### config.mk
export PLATFORM = sky130hd
export DESIGN_NAME = fetch_prefetch_unit_flat
export DESIGN_NICKNAME = d
export VERILOG_FILES = /design/src/rtl/fetch_pkg.sv /design/src/rtl/fetch_prefetch_unit_if.sv /design/src/rtl/fetch_queue.sv /design/src/rtl/fetch_prefetch_unit.sv /design/src/flat_wrapper.sv
export SDC_FILE = /design/constraint.sdc
export NUM_CORES = 1
export LEC_CHECK = 0
export BUFFER_PORTS_ARGS = -buffer_cell sky130_fd_sc_hd__buf_2
export CORE_UTILIZATION = 52
export CTS_CLUSTER_DIAMETER = 30
export DETAILED_ROUTE_END_ITERATION = 10
export PLACE_DENSITY = 0.76
export REMOVE_ABC_BUFFERS = 1
export SLEW_MARGIN = 0
export SYNTH_ARGS = -nofsm -noshare
export SYNTH_HDL_FRONTEND = slang
export SYNTH_SLANG_ARGS = --single-unit
### constraint.sdc
create_clock -name clk -period 2.8 [get_ports clk]
set_input_delay 0.42 -clock clk [delete_from_list [all_inputs] [get_ports clk]]
set_output_delay 0.42 -clock clk [all_outputs]
set_load 0.01 [all_outputs]
### src/rtl/fetch_pkg.sv
`default_nettype none
// ============================================================================
// Module      : fetch_pkg
// Description : Shared types and defaults for the prefetching fetch stage.
// Revision    : 1.0 - initial release
// ============================================================================
package fetch_pkg;

    localparam int unsigned c_ADDR_W   = 16;
    localparam int unsigned c_INSTR_W  = 16;
    localparam int unsigned c_RESET_PC = 0;
    localparam int unsigned c_PC_INC   = 2;

    // FETCH: idle, WAIT: response kept, KILL: response discarded
    typedef logic [1:0] state_t;
    localparam state_t c_FETCH = 2'd0;
    localparam state_t c_WAIT  = 2'd1;
    localparam state_t c_KILL  = 2'd2;

    typedef struct packed {
        logic [c_ADDR_W-1:0]  pc;
        logic [c_INSTR_W-1:0] instr;
    } entry_t;

endpackage
`default_nettype wire

### src/rtl/fetch_prefetch_unit_if.sv
`default_nettype none
// ============================================================================
// Module      : fetch_prefetch_unit_if
// Description : Redirect, instruction-memory and decode-side handshake bundle.
// Revision    : 1.0 - initial release
// ============================================================================
interface fetch_prefetch_unit_if #(
    parameter int ADDR_W  = 16,
    parameter int INSTR_W = 16
);
    logic               redirect_valid;
    logic [ADDR_W-1:0]  redirect_pc;
    logic               imem_req;
    logic [ADDR_W-1:0]  imem_addr;
    logic               imem_gnt;
    logic               imem_rsp_valid;
    logic [INSTR_W-1:0] imem_rsp_data;
    logic               out_valid;
    logic [INSTR_W-1:0] out_instr;
    logic [ADDR_W-1:0]  out_pc;
    logic               out_ready;

    modport master (
        input  redirect_valid, redirect_pc,
        output imem_req, imem_addr,
        input  imem_gnt, imem_rsp_valid, imem_rsp_data,
        output out_valid, out_instr, out_pc,
        input  out_ready
    );

    modport slave (
        output redirect_valid, redirect_pc,
        input  imem_req, imem_addr,
        output imem_gnt, imem_rsp_valid, imem_rsp_data,
        input  out_valid, out_instr, out_pc,
        output out_ready
    );
endinterface
`default_nettype wire

### src/rtl/fetch_queue.sv
`default_nettype none
// ============================================================================
// Module      : fetch_queue
// Description : Circular FIFO of fetched entries; flush overrides push/pop.
// Revision    : 1.0 - initial release
// ============================================================================
module fetch_queue #(
    parameter int DEPTH = 4,
    parameter int WIDTH = 32
) (
    input  wire logic                   clk,
    input  wire logic                   rst,
    input  wire logic                   push,
    input  wire logic                   pop,
    input  wire logic                   flush,
    input  wire logic [WIDTH-1:0]       push_data,
    output logic      [WIDTH-1:0]       head,
    output logic      [$clog2(DEPTH):0] count,
    output logic                        full,
    output logic                        empty
);
    localparam int PTR_W = $clog2(DEPTH);
    localparam int CNT_W = PTR_W + 1;

    logic [WIDTH-1:0] r_mem [DEPTH];
    logic [PTR_W-1:0] r_rd_ptr;
    logic [PTR_W-1:0] r_wr_ptr;
    logic [CNT_W-1:0] r_count;
    logic             w_push;
    logic             w_pop;

    assign empty  = (r_count == '0);
    assign full   = (r_count == CNT_W'(DEPTH));
    assign w_pop  = pop  && !flush && !empty;
    assign w_push = push && !flush && (!full || w_pop);
    assign head   = r_mem[r_rd_ptr];
    assign count  = r_count;

    always_ff @(posedge clk or posedge rst) begin
        if (rst) begin
            r_rd_ptr <= '0;
            r_wr_ptr <= '0;
            r_count  <= '0;
        end else if (flush) begin
            r_rd_ptr <= '0;
            r_wr_ptr <= '0;
            r_count  <= '0;
        end else begin
            if (w_push) r_wr_ptr <= r_wr_ptr + 1'b1;
            if (w_pop)  r_rd_ptr <= r_rd_ptr + 1'b1;
            case ({w_push, w_pop})
                2'b10:   r_count <= r_count + 1'b1;
                2'b01:   r_count <= r_count - 1'b1;
                default: r_count <= r_count;
            endcase
        end
    end

    // Storage carries no reset: entries beyond count are never observed.
    always_ff @(posedge clk) begin
        if (w_push) r_mem[r_wr_ptr] <= push_data;
    end

endmodule
`default_nettype wire

### src/rtl/fetch_prefetch_unit.sv
`default_nettype none
// ============================================================================
// Module      : fetch_prefetch_unit
// Description : Fetch PC owner with one-outstanding imem request and prefetch queue.
// Revision    : 1.0 - initial release
// ============================================================================
module fetch_prefetch_unit
    import fetch_pkg::*;
#(
    parameter int ADDR_W   = c_ADDR_W,
    parameter int INSTR_W  = c_INSTR_W,
    parameter int DEPTH    = 4,
    parameter int RESET_PC = c_RESET_PC,
    parameter int PC_INC   = c_PC_INC
) (
    input wire logic             clk,
    input wire logic             rst,
    fetch_prefetch_unit_if.master bus
);
    localparam int                CNT_W    = $clog2(DEPTH) + 1;
    localparam logic [ADDR_W-1:0] c_RST_PC = ADDR_W'(RESET_PC);
    localparam logic [ADDR_W-1:0] c_INC    = ADDR_W'(PC_INC);

    typedef struct packed {
        logic [ADDR_W-1:0]  pc;
        logic [INSTR_W-1:0] instr;
    } q_entry_t;

    state_t            r_state;
    logic [ADDR_W-1:0] r_fetch_pc;
    logic [ADDR_W-1:0] r_req_pc;

    logic              w_rsp_accept;
    logic              w_pop;
    logic              w_free;
    logic              w_req;
    logic              w_grant;
    logic [CNT_W:0]    w_next_cnt;
    logic [CNT_W-1:0]  w_count;
    logic              w_full;
    logic              w_empty;
    q_entry_t          w_push_entry;
    q_entry_t          w_head;

    assign w_rsp_accept = (r_state == c_WAIT) && bus.imem_rsp_valid && !bus.redirect_valid;
    assign w_pop        = !w_empty && bus.out_ready && !bus.redirect_valid;

    // Occupancy after this cycle's push/pop must leave room for the new request.
    assign w_next_cnt = {1'b0, w_count} + {{CNT_W{1'b0}}, w_rsp_accept}
                      - {{CNT_W{1'b0}}, w_pop};
    // A full queue implies nothing is outstanding, so only a pop frees a slot.
    assign w_free = w_full ? w_pop : (w_next_cnt < (CNT_W+1)'(DEPTH));

    assign w_req = !rst && !bus.redirect_valid && w_free &&
                   ((r_state == c_FETCH) || ((r_state == c_WAIT) && bus.imem_rsp_valid));
    assign w_grant = w_req && bus.imem_gnt;

    assign bus.imem_req  = w_req;
    assign bus.imem_addr = r_fetch_pc;

    assign w_push_entry.pc    = r_req_pc;
    assign w_push_entry.instr = bus.imem_rsp_data;

    assign bus.out_valid = !w_empty;
    assign bus.out_instr = w_head.instr;
    assign bus.out_pc    = w_head.pc;

    always_ff @(posedge clk or posedge rst) begin
        if (rst) begin
            r_state    <= c_FETCH;
            r_fetch_pc <= c_RST_PC;
            r_req_pc   <= c_RST_PC;
        end else if (bus.redirect_valid) begin
            r_fetch_pc <= bus.redirect_pc;
            if (r_state != c_FETCH && !bus.imem_rsp_valid)
                r_state <= c_KILL;
            else
                r_state <= c_FETCH;
        end else if (w_grant) begin
            r_fetch_pc <= r_fetch_pc + c_INC;
            r_req_pc   <= r_fetch_pc;
            r_state    <= c_WAIT;
        end else begin
            case (r_state)
                c_WAIT,
                c_KILL:  if (bus.imem_rsp_valid) r_state <= c_FETCH;
                c_FETCH: r_state <= c_FETCH;
                default: r_state <= c_FETCH;
            endcase
        end
    end

    fetch_queue #(
        .DEPTH (DEPTH),
        .WIDTH (ADDR_W + INSTR_W)
    ) u_queue (
        .clk       (clk),
        .rst       (rst),
        .push      (w_rsp_accept),
        .pop       (w_pop),
        .flush     (bus.redirect_valid),
        .push_data (w_push_entry),
        .head      (w_head),
        .count     (w_count),
        .full      (w_full),
        .empty     (w_empty)
    );

endmodule
`default_nettype wire

### src/flat_wrapper.sv
// flat-port wrapper written by rule: the top's interface ports become plain ports
module fetch_prefetch_unit_flat import fetch_pkg::*;
#(
    parameter int ADDR_W   = c_ADDR_W,
    parameter int INSTR_W  = c_INSTR_W,
    parameter int DEPTH    = 4,
    parameter int RESET_PC = c_RESET_PC,
    parameter int PC_INC   = c_PC_INC
)
  (clk, rst, bus_redirect_valid, bus_redirect_pc, bus_imem_req, bus_imem_addr, bus_imem_gnt, bus_imem_rsp_valid, bus_imem_rsp_data, bus_out_valid, bus_out_instr, bus_out_pc, bus_out_ready);
  fetch_prefetch_unit_if #(.ADDR_W(ADDR_W), .INSTR_W(INSTR_W)) bus_i ();
  input wire logic clk;
  input wire logic rst;
  input wire logic [$bits(bus_i.redirect_valid)-1:0] bus_redirect_valid;
  input wire logic [$bits(bus_i.redirect_pc)-1:0] bus_redirect_pc;
  output wire logic [$bits(bus_i.imem_req)-1:0] bus_imem_req;
  output wire logic [$bits(bus_i.imem_addr)-1:0] bus_imem_addr;
  input wire logic [$bits(bus_i.imem_gnt)-1:0] bus_imem_gnt;
  input wire logic [$bits(bus_i.imem_rsp_valid)-1:0] bus_imem_rsp_valid;
  input wire logic [$bits(bus_i.imem_rsp_data)-1:0] bus_imem_rsp_data;
  output wire logic [$bits(bus_i.out_valid)-1:0] bus_out_valid;
  output wire logic [$bits(bus_i.out_instr)-1:0] bus_out_instr;
  output wire logic [$bits(bus_i.out_pc)-1:0] bus_out_pc;
  input wire logic [$bits(bus_i.out_ready)-1:0] bus_out_ready;
  assign bus_i.redirect_valid = bus_redirect_valid;
  assign bus_i.redirect_pc = bus_redirect_pc;
  assign bus_imem_req = bus_i.imem_req;
  assign bus_imem_addr = bus_i.imem_addr;
  assign bus_i.imem_gnt = bus_imem_gnt;
  assign bus_i.imem_rsp_valid = bus_imem_rsp_valid;
  assign bus_i.imem_rsp_data = bus_imem_rsp_data;
  assign bus_out_valid = bus_i.out_valid;
  assign bus_out_instr = bus_i.out_instr;
  assign bus_out_pc = bus_i.out_pc;
  assign bus_i.out_ready = bus_out_ready;
  fetch_prefetch_unit #(.ADDR_W(ADDR_W), .INSTR_W(INSTR_W), .DEPTH(DEPTH), .RESET_PC(RESET_PC), .PC_INC(PC_INC)) u_core (.clk(clk), .rst(rst), .bus(bus_i));
endmodule
## Word level (Yosys, flattened, before mapping)

Memory sizes are Yosys's and may differ from the RTL's.
Cells that the tools add are included.
W data, S select, Z words.

| word-level totals | value |
|---|---|
| register bits | 41 |
| memory bits (writable) | 128 |
| input port bits | 38 |
| memories | 1 |

| cells by class | value |
|---|---|
| add/sub/neg operators | 7 |
| $lt $le $gt $ge | 1 |
| equality and inequality tests | 6 |
| muxes and demuxes | 16 |
| bitwise gates (word level) | 1 |
| reduce and logical (&&, ||, !) cells | 29 |

Memory list:

| name | words | bits a word | rd ports | clocked after Yosys merged registers in | write ports | RTL line | RTL |
|---|---|---|---|---|---|---|---|
| u_core.u_queue.r_mem | 4 | 32 | 1 | 0 | 1 | fetch_queue.sv:25 | `logic [WIDTH-1:0] r_mem [DEPTH];` |

Operators by type and width:

| kind | number |
|---|---|
| $mux W16 | 2 |
| $mux W2 | 9 |
| $add A16 B2 Y16 const B | 1 |
| $logic_and A1 B1 Y1 | 13 |
| $reduce_bool A2 Y1 | 4 |
| $pmux W3 S2 | 1 |
| $logic_not A1 Y1 | 5 |
| $add A2 B1 Y2 const B | 2 |
| $add A3 B1 Y4 | 1 |
| $eq A2 B1 Y1 const B | 2 |
| $eq A2 B2 Y1 const B | 2 |
| $lt A4 B3 Y1 const B | 1 |
| $ne A4 B3 Y1 const B | 1 |
| $sub A4 B1 Y4 | 1 |
| $add A3 B1 Y3 const B | 1 |
| $eq A3 B3 Y1 const B | 1 |
| $logic_not A3 Y1 | 1 |
| $mux W1 | 3 |
| $mux W3 | 1 |
| $reduce_bool A3 Y1 | 1 |
| $sub A3 B1 Y3 const B | 1 |
| $logic_not A2 Y1 | 1 |
| $logic_or A1 B1 Y1 | 2 |
| $reduce_and A2 Y1 | 1 |
| 2 further kinds | 2 |

## Depth between registers and ports, before layout

| depth | value |
|---|---|
| depth in word-level cells | 12 |
| gate-level depth with buffers | 14 |

## By module

From an unflattened synthesis, not the netlist that was laid out.

| unflattened totals | value |
|---|---|
| cells, all modules | 424 |
| area total of the unflattened synthesis | 7016.7 um^2 |

Modules (own cells, without submodules):

| module | times used | cells each | area each (um^2) | seq. area each (um^2) |
|---|---|---|---|---|
| fetch_queue | 1 | 229 | 5217.5 | 4018.9 |
| fetch_prefetch_unit | 1 | 195 | 1799.2 | 850.8 |

## Worst setup path before layout

Ideal clock, no wire load.

| path | value |
|---|---|
| kind | register to output |
| from | register u_core.u_queue.r_count[1] (netlist: u_core.u_queue.count[1]) |
| to | output bus_imem_req |
| data arrival time | 2.426 ns |
| data required time | 2.380 ns |
| path slack | -0.046 ns |
| cell stages (with the launch flop) | 12 |
| buffers on the path | 1 |
| cells stage by stage | dfrtp_1 nor2_1 nand2_1 nand2_1 nor2_1 ha_1 inv_1 ha_1 a31o_1 a221oi_2 buf_2 nor4b_1 |

| between the ends | value |
|---|---|
| longest elaborated chain between the ends | 9 |
| elaborated cells between the ends (all ways) | 11 |

RTL lines:

| what | RTL line | RTL |
|---|---|---|
| from (decl) | fetch_queue.sv:28 | `logic [CNT_W-1:0] r_count;` |
| from (signal assigned) | fetch_queue.sv:52 | `2'b10: r_count <= r_count + 1'b1;` |
| from (signal assigned) | fetch_queue.sv:53 | `2'b01: r_count <= r_count - 1'b1;` |
| from (signal assigned) | fetch_queue.sv:54 | `default: r_count <= r_count;` |
| $logic_not A3 Y1 (*) | fetch_queue.sv:32 | `assign empty = (r_count == '0);` |
| $logic_not A1 Y1 (*) | - |  |
| net bus_out_valid | flat_wrapper.sv:21 | `output wire logic [$bits(bus_i.out_valid)-1:0] bus_out_valid;` |
| $logic_and A1 B1 Y1 (*) (2 in series) | fetch_prefetch_unit.sv:46 | `assign w_pop = !w_empty && bus.out_ready && !bus.redirect_valid;` |
| $sub A4 B1 Y4 | fetch_prefetch_unit.sv:50 | `- {{CNT_W{1'b0}}, w_pop};` |
| $lt A4 B3 Y1 | fetch_prefetch_unit.sv:52 | `assign w_free = w_full ? w_pop : (w_next_cnt < (CNT_W+1)'(DEPTH));` |
| $mux W1 (*) | fetch_prefetch_unit.sv:52 |  |
| $logic_and A1 B1 Y1 (*) (2 in series) | fetch_prefetch_unit.sv:54 | `assign w_req = !rst && !bus.redirect_valid && w_free &&` |
| to (decl) | flat_wrapper.sv:16 | `output wire logic [$bits(bus_i.imem_req)-1:0] bus_imem_req;` |

Mark *: on every way through the listed nets, which the timed path passes. The rest lies on a longest branch.

## Worst setup path in the final report

| path | value |
|---|---|
| from | register u_core.u_queue.r_count[0] (netlist: u_core.u_queue.count[0]) |
| to | output bus_imem_req |

| between the ends | value |
|---|---|
| longest elaborated chain between the ends | 9 |
| elaborated cells between the ends (all ways) | 11 |

RTL lines:

| what | RTL line |
|---|---|
| parallel branches: the longest is 6 deep, another holds $add A3 B1 Y4 | - |
| $mux W1 (*) | fetch_prefetch_unit.sv:52 |
| $logic_and A1 B1 Y1 (*) (2 in series) | fetch_prefetch_unit.sv:54 |

Every way passes the cells marked *.

==> flow_summary_export.csv <==
group,metric,value,unit
run_status,status,"complete, no violations",
pwr,p_leak,3.119,nW
routing,drc,0,
sta,setup_viol,0,
logic_synthesis,syn_area_per_cell,15.91,sq um
clocking,ctsHtreeMaxLevel,4,
sta,finalCriticalPeriod,2798,ps
die,die-area,0.01374,sq mm
routing,wl_per_cell,19.34,um
worst_setup_path,path_cells,"nor2_2 -> nand2_2 -> nand2_2 -> nor2_2 -> ha_2 -> inv_2 -> ha_4 -> a31o_1 -> a221oi_4 -> nor4b_2 -> buf_2",
die,io_pins,88,
finish,area_growth,22.04,%
logic_synthesis,postSynthCellCount,434,
pwr,powerDensity,662.9,mW/mm^2
clocking,cts_made_buffers,17,
worst_setup_path,crit_arrival,2380,ps
logic_synthesis,dominantRegCellSynth,"edfxtp_1",
worst_setup_path,cp_data_required_time,2380,ps
sta,relSlewSlack,49.87,%
pwr,p_total,5.585,mW
worst_setup_path,critPathMaxStageDelay,390,ps
sta,slew_viol_final,0,
worst_setup_path,cp-start-kind,"flop",
logic_synthesis,synth_edf_count,128,
sta,fin_crit_sh,99.92,%
worst_setup_path,r2r_slack,120,ps
routing,final_antenna_net_count,0,
logic_synthesis,ys_ff_latch,169,
die,rows,41,
die,die_h,117.2,um
worst_setup_path,reg2reg_from,"u_core.u_queue.count[0]",
worst_setup_path,crit_path_top_delay_cell,"dfrtp_1",
sta,worst_pin_slew,748.5,ps
pwr,swShare,21.82,%
placed_design,post-dp-hpwl,8.764,mm
global_routing,grt_usage,22.55,%
sta,rsz0062_at_grt,"yes",
finish,drive_above_1_share,35.47,%
pwr,p_switching,1.219,mW
worst_hold_path,hp-class,"primary input to asynchronous set/reset pin",
placed_design,numPortBuffers,87,
die,die_w,117.2,um
placed_design,preCtsSetupSlack,-116.0,ps
logic_synthesis,syn_area,0.006903,sq mm
die,core_area,0.01277,sq mm
finish,diodes,0,
pwr,sequentialPowerShare,52.7,%
global_routing,grt_pass1_vias,4248,
logic_synthesis,ys_async_sr_fraction,24.26,%
worst_setup_path,rr_worst_depth,12,
finish,fin_util,65.95,%
global_routing,antenna_found_initial,0,
sta,fmax,0.3574,GHz
clocking,clockBufferDepth,2,
finish,multi_input_area,0.001976,sq mm
job,maxCapViolations,0,
sta,timing.final.ws_setup,2.139,ps
global_routing,grt_max_degree,40,
clocking,insertion_delay,420,ps
routing,viasPerCell,5.690,
sta,fin_tns_setup,0,ps
clocking,cts_root_buf,"clkbuf_16",
die,start_util,54.04,%
pwr,internal_power,4.366,mW
finish,fin_nets,597,
pwr,ir_drop,0.3970,mV
worst_setup_path,r2r-end,"u_core.bus.imem_addr[11]",
sta,hold_viol_final,0,
clocking,cts.clk_slew.worst_paths,60,ps
pwr,combPwrFrac,5.1,%
routing,wirelength,14.17,mm
sta,clock_skew,6.491,ps
global_routing,grt_pass1_wl,22.03,mm
placed_design,place_congestion,0.8921,
global_routing,gr-total-overflow,0,
logic_synthesis,yosysWarnings,0,
logic_synthesis,yosysUniqueCellTypes,43,
routing,dr.pass1.iters,6,
finish,nFillCells,884,
worst_setup_path,critPathKind,"flop to output port",
worst_setup_path,worst-path-max-fanout,2,
clocking,clock-sinks,169,
finish,seqCellArea,0.004871,sq mm
routing,drt_iter0_drc,307,
worst_setup_path,critPathCaptureType,"output port",
logic_synthesis,ys_seq_area_share,70.55,%
pwr,clockPowerShare,42.2,%
routing,num_vias,4171,
clocking,cts_tree,"done",
-- worst max path at each step --
| stage | from | to | depth (start not counted) |
|---|---|---|---|
| after CTS | u_core.u_queue.count[1] | bus_imem_req | 11 |
| after global placement | u_core.u_queue.count[0] | u_core.bus.imem_addr[14] | 12 |
| after detailed placement | u_core.u_queue.count[0] | u_core.bus.imem_addr[14] | 12 |
| final | u_core.u_queue.count[0] | bus_imem_req | 11 |
| after global routing | u_core.u_queue.count[0] | bus_imem_req | 11 |
| after floorplan | u_core.u_queue.count[1] | u_core.bus.imem_addr[11] | 12 |
-- metrics by stage --
stage,hold WS (ps),cells,instance area [sq um]
2_1_floorplan,475.8,413,6805
3_3_place_gp,465.4,694,7690
3_5_place_dp,476.8,694,7690
4_1_cts,14.68,731,8404
5_1_grt,47.86,733,8424
6_report,28.75,733,8424
-- per-layer routing --
layer  up-vias  wire length (um)  GRT usage, %  part of all wire (%)
li1       1885                 -             -                     -
met1      2101              5652         26.49                    40
met2       165              7426         40.12                    52
met3        20               900         5.767                   6.3
met4         0               194         8.101                   1.4
met5         -                 0             0                     0
-- timing repair --
item	in CTS	in global routing
gates resized for setup	14	2
hold endpoints to repair	0	0
pin swaps	7	6
buffers inserted	5	2
setup endpoints to repair	24	1
hold buffers	0	0
-- sequential cells by signal (all words and copies together) (netlist names) --
name                     flops
u_core.u_queue.r_mem       128
u_core.bus.imem_addr        16
u_core.r_req_pc             16
u_core.u_queue.count         3
u_core.r_state               2
u_core.u_queue.r_rd_ptr      2
u_core.u_queue.r_wr_ptr      2
-- cells by family after synthesis --
group	Yosys count	synth area share (%)
flops	169	70.55
simple gates	135	9.081
mux	37	11.18
buf+inv	34	2.121
compound gates	33	3.064
xor+xnor	15	1.903
fa+ha+maj	11	2.103
-- cells in the mapped netlist, drive strengths merged, types with 2 or more instances --
master	count	area (sq um)
nand3	8	40.04
nor2	15	56.30
nor3	6	35.03
nand4	6	37.54
ha	10	125.1
xor2	3	26.28
xnor2	12	105.1
nand2	73	274.0
dfrtp	41	1026
mux4	32	720.7
a31oi	2	12.51
o21ai	14	70.07
inv	12	45.04
edfxtp	128	3844
and3	6	37.54
or4	2	15.01
clkbuf	11	41.29
buf	10	56.31
nor4	6	37.54
a221oi	2	30.03
and4	2	17.52
nor4b	2	17.52
a21oi	8	40.04
mux2i	4	40.04
or3	5	31.28
-- final cells by class --
cell class,count,share of cell area [%]
inverters,13,0.5792
clock inverters,13,1.960
repair buffers,116,8.495
well taps,172,2.555
multi-input cells,231,23.45
flip-flops and latches,169,57.82
clock buffers,19,5.139
-- critical path, delay by kind of cell, from the launching register on --
| kind | cells | cell delay, ps |
|---|---|---|
| AO/OA/AOI/OAI | 2 | 550 |
| adder cells (fa/ha/maj) | 2 | 360 |
| buffers and inverters | 2 | 210 |
| flip-flops | 1 | 390 |
| AND/OR/NAND/NOR | 5 | 440 |
-- power by group through the flow --
stage               registers [mW]  logic (mW)  clock network [mW]
CTS                           2.94       0.285                2.40
global route                  2.96       0.315                2.50
floorplan                     2.96       0.139                   0
finish                        2.94       0.284                2.36
detailed placement            2.99       0.277                   0
global placement              2.98       0.265                   0
-- layout by cell type (no fill, tap or decap), drive strengths merged, types with 8 or more instances in the layout --
master and count:
ha 10, mux4 32, nor2 15, nand2 73
inv 17, a21oi 8, edfxtp 128, buf 116
clkbuf 19, xnor2 12, nand3 8, o21ai 14
dfrtp 41
Power figures use the tool's default switching activity.
